`src/rtl/uart_tx_mmio.sv`:
```
// ============================================================================
// Module   : uart_tx_mmio
// Function : picorv32 memory-bus slave feeding a small TX FIFO and 8N1 serialiser
// Revision : 1.0 - initial release
// ============================================================================
`default_nettype none

module uart_tx_mmio #(
  parameter logic [31:0] BASE_ADDR  = 32'h8008,
  parameter int          CLK_DIV    = 434,
  parameter int          FIFO_DEPTH = 4
) (
  input  logic        clk,
  input  logic        resetn,
  input  logic        mem_valid,
  input  logic [31:0] mem_addr,
  input  logic [31:0] mem_wdata,
  input  logic [3:0]  mem_wstrb,
  output logic        mem_ready_o,
  output logic [31:0] mem_rdata_o,
  output logic        txd,
  output logic        irq_empty
);

  localparam int c_ptr_w  = $clog2(FIFO_DEPTH);
  localparam int c_cnt_w  = c_ptr_w + 1;
  localparam int c_baud_w = $clog2(CLK_DIV);

  typedef enum logic [1:0] {S_IDLE, S_START, S_DATA, S_STOP} state_t;

  state_t               r_state, w_state_nx;
  logic [c_baud_w-1:0]  r_baud, w_baud_nx;
  logic [2:0]           r_bit, w_bit_nx;
  logic [7:0]           r_shift, w_shift_nx;
  logic                 w_pop;

  logic [7:0]           r_fifo [FIFO_DEPTH];
  logic [c_ptr_w-1:0]   r_wr_ptr, r_rd_ptr;
  logic [c_cnt_w-1:0]   r_count;
  logic                 r_overflow;
  logic                 r_req_push, r_req_clr;
  logic [7:0]           r_req_byte;

  logic w_sel_data, w_sel_stat, w_take, w_is_read;
  logic w_empty, w_full, w_busy, w_push_ok, w_tick;
  logic [3:0]  w_count4;
  logic [31:0] w_status;
  logic        unused_wdata;

  assign w_sel_data   = (mem_addr == BASE_ADDR);
  assign w_sel_stat   = (mem_addr == BASE_ADDR + 32'd4);
  assign w_is_read    = (mem_wstrb == 4'b0000);
  assign w_take       = mem_valid & ~mem_ready_o & (w_sel_data | w_sel_stat);
  assign unused_wdata = ^mem_wdata[31:8];

  assign w_empty   = (r_count == '0);
  assign w_full    = (r_count == c_cnt_w'(FIFO_DEPTH));
  assign w_busy    = (r_state != S_IDLE);
  assign w_count4  = 4'(r_count);
  assign w_status  = {24'b0, w_count4, r_overflow, w_busy, w_empty, w_full};
  // A full FIFO still accepts a byte when the serialiser pops in the same cycle.
  assign w_push_ok = r_req_push & (~w_full | w_pop);
  assign w_tick    = (r_baud == c_baud_w'(CLK_DIV - 1));

  // Requests are captured when taken and acted upon in the acknowledge cycle.
  always_ff @(posedge clk or negedge resetn) begin
    if (!resetn) begin
      mem_ready_o <= 1'b0;
      mem_rdata_o <= '0;
      r_req_push  <= 1'b0;
      r_req_clr   <= 1'b0;
      r_req_byte  <= '0;
    end else begin
      mem_ready_o <= w_take;
      mem_rdata_o <= (w_take && w_sel_stat && w_is_read) ? w_status : '0;
      r_req_push  <= w_take & w_sel_data & mem_wstrb[0];
      r_req_clr   <= w_take & w_sel_stat & w_is_read;
      r_req_byte  <= mem_wdata[7:0];
    end
  end

  always_ff @(posedge clk) begin
    if (w_push_ok) r_fifo[r_wr_ptr] <= r_req_byte;
  end

  always_ff @(posedge clk or negedge resetn) begin
    if (!resetn) begin
      r_wr_ptr   <= '0;
      r_rd_ptr   <= '0;
      r_count    <= '0;
      r_overflow <= 1'b0;
    end else begin
      if (w_push_ok) r_wr_ptr <= r_wr_ptr + c_ptr_w'(1);
      if (w_pop)     r_rd_ptr <= r_rd_ptr + c_ptr_w'(1);
      case ({w_push_ok, w_pop})
        2'b10:   r_count <= r_count + c_cnt_w'(1);
        2'b01:   r_count <= r_count - c_cnt_w'(1);
        default: r_count <= r_count;
      endcase
      if (r_req_push && w_full && !w_pop) r_overflow <= 1'b1;
      else if (r_req_clr)                 r_overflow <= 1'b0;
    end
  end

  always_ff @(posedge clk or negedge resetn) begin
    if (!resetn) begin
      r_state   <= S_IDLE;
      r_baud    <= '0;
      r_bit     <= '0;
      r_shift   <= '0;
      irq_empty <= 1'b1;
    end else begin
      r_state   <= w_state_nx;
      r_baud    <= w_baud_nx;
      r_bit     <= w_bit_nx;
      r_shift   <= w_shift_nx;
      irq_empty <= w_empty & ~w_busy;
    end
  end

  always_comb begin
    w_state_nx = r_state;
    w_baud_nx  = w_tick ? '0 : r_baud + c_baud_w'(1);
    w_bit_nx   = r_bit;
    w_shift_nx = r_shift;
    w_pop      = 1'b0;
    case (r_state)
      S_IDLE: begin
        w_baud_nx = '0;
        if (!w_empty) begin
          w_pop      = 1'b1;
          w_shift_nx = r_fifo[r_rd_ptr];
          w_state_nx = S_START;
        end
      end
      S_START: begin
        if (w_tick) begin
          w_state_nx = S_DATA;
          w_bit_nx   = '0;
        end
      end
      S_DATA: begin
        if (w_tick) begin
          w_shift_nx = r_shift >> 1;
          w_bit_nx   = r_bit + 3'd1;
          if (r_bit == 3'd7) w_state_nx = S_STOP;
        end
      end
      S_STOP: begin
        // Back-to-back frames: reload straight into START with no idle gap.
        if (w_tick) begin
          if (!w_empty) begin
            w_pop      = 1'b1;
            w_shift_nx = r_fifo[r_rd_ptr];
            w_state_nx = S_START;
          end else begin
            w_state_nx = S_IDLE;
          end
        end
      end
      default: w_state_nx = S_IDLE;
    endcase
  end

  always_comb begin
    txd = 1'b1;
    case (r_state)
      S_START: txd = 1'b0;
      S_DATA:  txd = r_shift[0];
      default: txd = 1'b1;
    endcase
  end

endmodule

`default_nettype wire

```
`config.mk`:
```
export PLATFORM = sky130hd
export DESIGN_NAME = uart_tx_mmio
export DESIGN_NICKNAME = d
export VERILOG_FILES = /design/src/rtl/uart_tx_mmio.sv
export SDC_FILE = /design/constraint.sdc
export NUM_CORES = 1
export LEC_CHECK = 0
export BUFFER_PORTS_ARGS = -buffer_cell sky130_fd_sc_hd__clkbuf_2
export CELL_PAD_IN_SITES_DETAIL_PLACEMENT = 1
export CELL_PAD_IN_SITES_GLOBAL_PLACEMENT = 2
export CORE_MARGIN = 2
export CORE_UTILIZATION = 31
export DETAILED_ROUTE_END_ITERATION = 6
export PLACE_DENSITY = 0.81
export SLEW_MARGIN = 15
export SYNTH_ARGS = -nofsm -noshare
export SYNTH_HDL_FRONTEND = slang
export SYNTH_SLANG_ARGS = --single-unit
```
`constraint.sdc`:
```
create_clock -name clk -period 2.1 [get_ports clk]
set_input_delay 0.105 -clock clk [delete_from_list [all_inputs] [get_ports clk]]
set_output_delay 0.105 -clock clk [all_outputs]
set_load 0.01 [all_outputs]
```
==> results.py <==
metrics = {
    "synthesis": {
        "synthTopCellsByArea": "dfrtp_1 33%, edfxtp_1 26%, buf_4 5.1%",
        "synthCells": 273,
        "yosysTopAreaCellShare_pct": 32.80,
        "synth_area_leader_cell": "dfrtp_1",
        "synth-edff-count": 32,
        "async_reset_ff_share_pct": 60.49,
        "ys_ff_latch": 81,
        "yosysSeqAreaShare_pct": 59.75,
        "synthesis.area_mm2": 0.003662,
        "postSynthAreaPerCell_um2": 13.41,
        "ys_types": 54,
        "synth_warnings": 0,
        "ys.flop_type": "dfrtp_1",
    },
    "sta": {
        "grt_setup_unrepaired": "true",
        "finalHoldViolCount": 0,
        "min_period_ps": 2260,
        "finClkSkew_ps": 5.810,
        "setup_viol": 20,
        "fin_crit_sh_pct": 107.6,
        "drv_slew": 0,
        "setup_slack_ps": -159.6,
        "whs_ps": 25.85,
        "tightest_slew_ps": 689.1,
        "clock.fmax_mhz": 442.6,
        "slew_headroom_pct": 54.06,
    },
    "global_route": {
        "grtUsageTotal_pct": 12.82,
        "grt_pass1_wl_um": 12600,
        "grt-ovfl-total": 0,
        "antenna_found_initial": 0,
        "grt_max_degree": 27,
        "grt_pass1_vias": 2623,
    },
    "place": {
        "numPlacedInstances": 495,
        "hpwl_um": 5376,
        "gp_congestion": 0.7101,
        "placed_area_mm2": 0.004303,
        "portBuffers": 56,
    },
    "die": {
        "initial_core_util_pct": 31.94,
        "die_w_um": 112.7,
        "core.rowCount": 39,
        "core_mm2": 0.01147,
        "ios": 106,
        "die-area_mm2": 0.01270,
        "die_h_um": 112.7,
    },
    "worst_setup_path": {
        "worstSetupPathType": "reg2reg",
        "critPathMaxFanout": 3,
        "cp-end-kind": "register",
        "cp.required_ps": 2310,
        "startpoint_type": "register",
        "crit_arrival_ps": 2470,
    },
    "status": {
        "status": "finished, violations left",
        "violations": "negative setup slack",
    },
    "cts": {
        "clk_latency_ps": 340,
        "cts_tree": "yes",
        "numCtsBuffers": 9,
        "cts_root_buf": "clkbuf_16",
        "clkSlewWorstSetupHoldPaths_ps": 60,
        "cts.path.max_buffers": 2,
        "numClockSinks": 81,
        "htreeDepth": 3,
    },
    "layout": {
        "drive_above_1_share_pct": 37.66,
        "diodes": 0,
        "fin_cells": 528,
        "final_area_mm2": 0.004766,
        "fillers": 1220,
        "area.growth.synth_to_final_pct": 30.13,
        "final_nets": 465,
    },
    "detailed_routing": {
        "drt-total-wl_um": 7724,
        "drtIter0Drc": 78,
        "viasPerCell": 4.559,
        "drc": 0,
        "final_antenna_net_count": 0,
        "vias": 2407,
        "first_pass_iters": 4,
        "routedWlPerCell_um": 14.63,
    },
    "power": {
        "leakage_uw": 0.002116,
        "p_per_area_mw_per_mm2": 688.7,
        "ir_drop_v": 0.0004482,
    },
    "min_path": {
        "hp-class": "in2reg",
    },
    "flow_run": {
        "cap_violations": 0,
    },
}
stage by stage:
stage          utilization [%]  worst slack (ps)  setup TNS, ps  total power [uW]
2_1_floorplan                -            -109.2         -193.9              1749
3_3_place_gp             37.52            -123.0         -236.3              1781
3_5_place_dp             37.52            -173.7         -379.6              1785
4_1_cts                  41.18            -165.0         -327.7              3309
5_1_grt                  41.56            -267.1          -2050              3378
6_report                 41.56            -159.6         -404.2              3282
final cells by class:
type	count	area [um^2]	share of cell area, %
inverters	9	33.78	0.7088
multi-input cells	175	1348	28.28
clock buffers	11	252.7	5.303
well taps	143	178.9	3.754
flip-flops and latches	81	2188	45.92
clock inverters	5	38.79	0.8139
repair buffers	104	725.7	15.23
kinds of logic (layout without fill, tap and decap cells):
logic type / Yosys count / in the layout / share of synthesized area, %
fa+ha+maj: 14 / 14 / 4.988
other cells: 1 / 25 / 0.1024
compound gates: 27 / 27 / 4.647
simple gates: 81 / 81 / 13.56
buf+inv: 41 / 129 / 6.901
xor+xnor: 11 / 11 / 2.631
flops: 81 / 81 / 59.75
mux: 17 / 17 / 7.414
state kept, by name, summed over array words and instances (netlist names), 2 cells and up:
name / cells
r_fifo: 32
r_req_byte: 8
r_shift: 8
r_count: 3
r_state: 2
r_bit: 3
mem_rdata_o: 7
r_wr_ptr: 2
r_baud: 9
r_rd_ptr: 2
critical path, cell delays in order, from the launching register on:
cell	delay, ps
dfrtp_1	420
inv_2	100
ha_4	210
nor2b_2	100
and4b_4	260
nor2_4	40
or2_4	230
fa_2	540
nand4b_1	130
o221ai_2	100
power breakdown:
part / switching [uW] / internal (uW) / leakage [uW] / total [uW]
registers: 8.80 / 1650 / 0.000950 / 1660
logic: 55.2 / 47.7 / 0.00102 / 103
clock network: 645 / 871 / 0.000142 / 1520
total: 709 / 2570 / 0.00212 / 3280
synth_stat cells (7+ instances only):
library cell / count
inv_1: 8
ha_1: 13
dfrtp_1: 48
nor4_1: 7
nand2_1: 17
nor2_1: 12
edfxtp_1: 32
o21ai_0: 14
mux4_2: 8
buf_4: 25
mux2i_1: 8
xnor2_1: 8
and2_1: 10
final timing paths:
kind | from | end | slack, ps | cells after the start
max in group asynchronous | resetn | irq_empty | 1100 | 3
min in group asynchronous | resetn | r_req_byte[6] | 340 | 2
max | r_state[0] | r_count[1] | -160 | 9
min | mem_addr[24] | mem_ready_o | 30 | 3
min reg2reg | r_req_clr | r_overflow | 440 | 1
max reg2reg | r_state[0] | r_count[1] | -160 | 9
layer usage:
layer  up-vias  part of all wire [%]  track usage, %
li1       1128                     -               -
met1      1214                    41           15.24
met2        55                    53           22.36
met3        10                   3.1           2.785
met4         0                   2.0           5.610
met5         -                     0               0
layout by cell type (no fill, tap or decap), types with 5 or more instances in the layout:
| cell | instances |
|---|---|
| nand3_1 | 5 |
| nor2_1 | 12 |
| mux4_2 | 8 |
| dlygate4sd3_1 | 9 |
| clkbuf_2 | 55 |
| nand2_1 | 17 |
| ha_1 | 11 |
| buf_12 | 5 |
| nor4_1 | 6 |
| conb_1 | 25 |
| xnor2_1 | 8 |
| inv_1 | 6 |
| clkbuf_16 | 9 |
| buf_4 | 34 |
| and2_1 | 9 |
| edfxtp_1 | 32 |
| dfrtp_1 | 48 |
| mux2i_1 | 8 |
| o21ai_0 | 13 |
repair_timing:
item,in CTS,in global routing
cloned,0,0
pin swaps,3,5
resized for setup,0,8
endpoints found under the setup margin,19,35
hold endpoints to repair,31,0
setup buffers,5,3
hold buffers,9,0
Power figures use the tool's default switching activity.
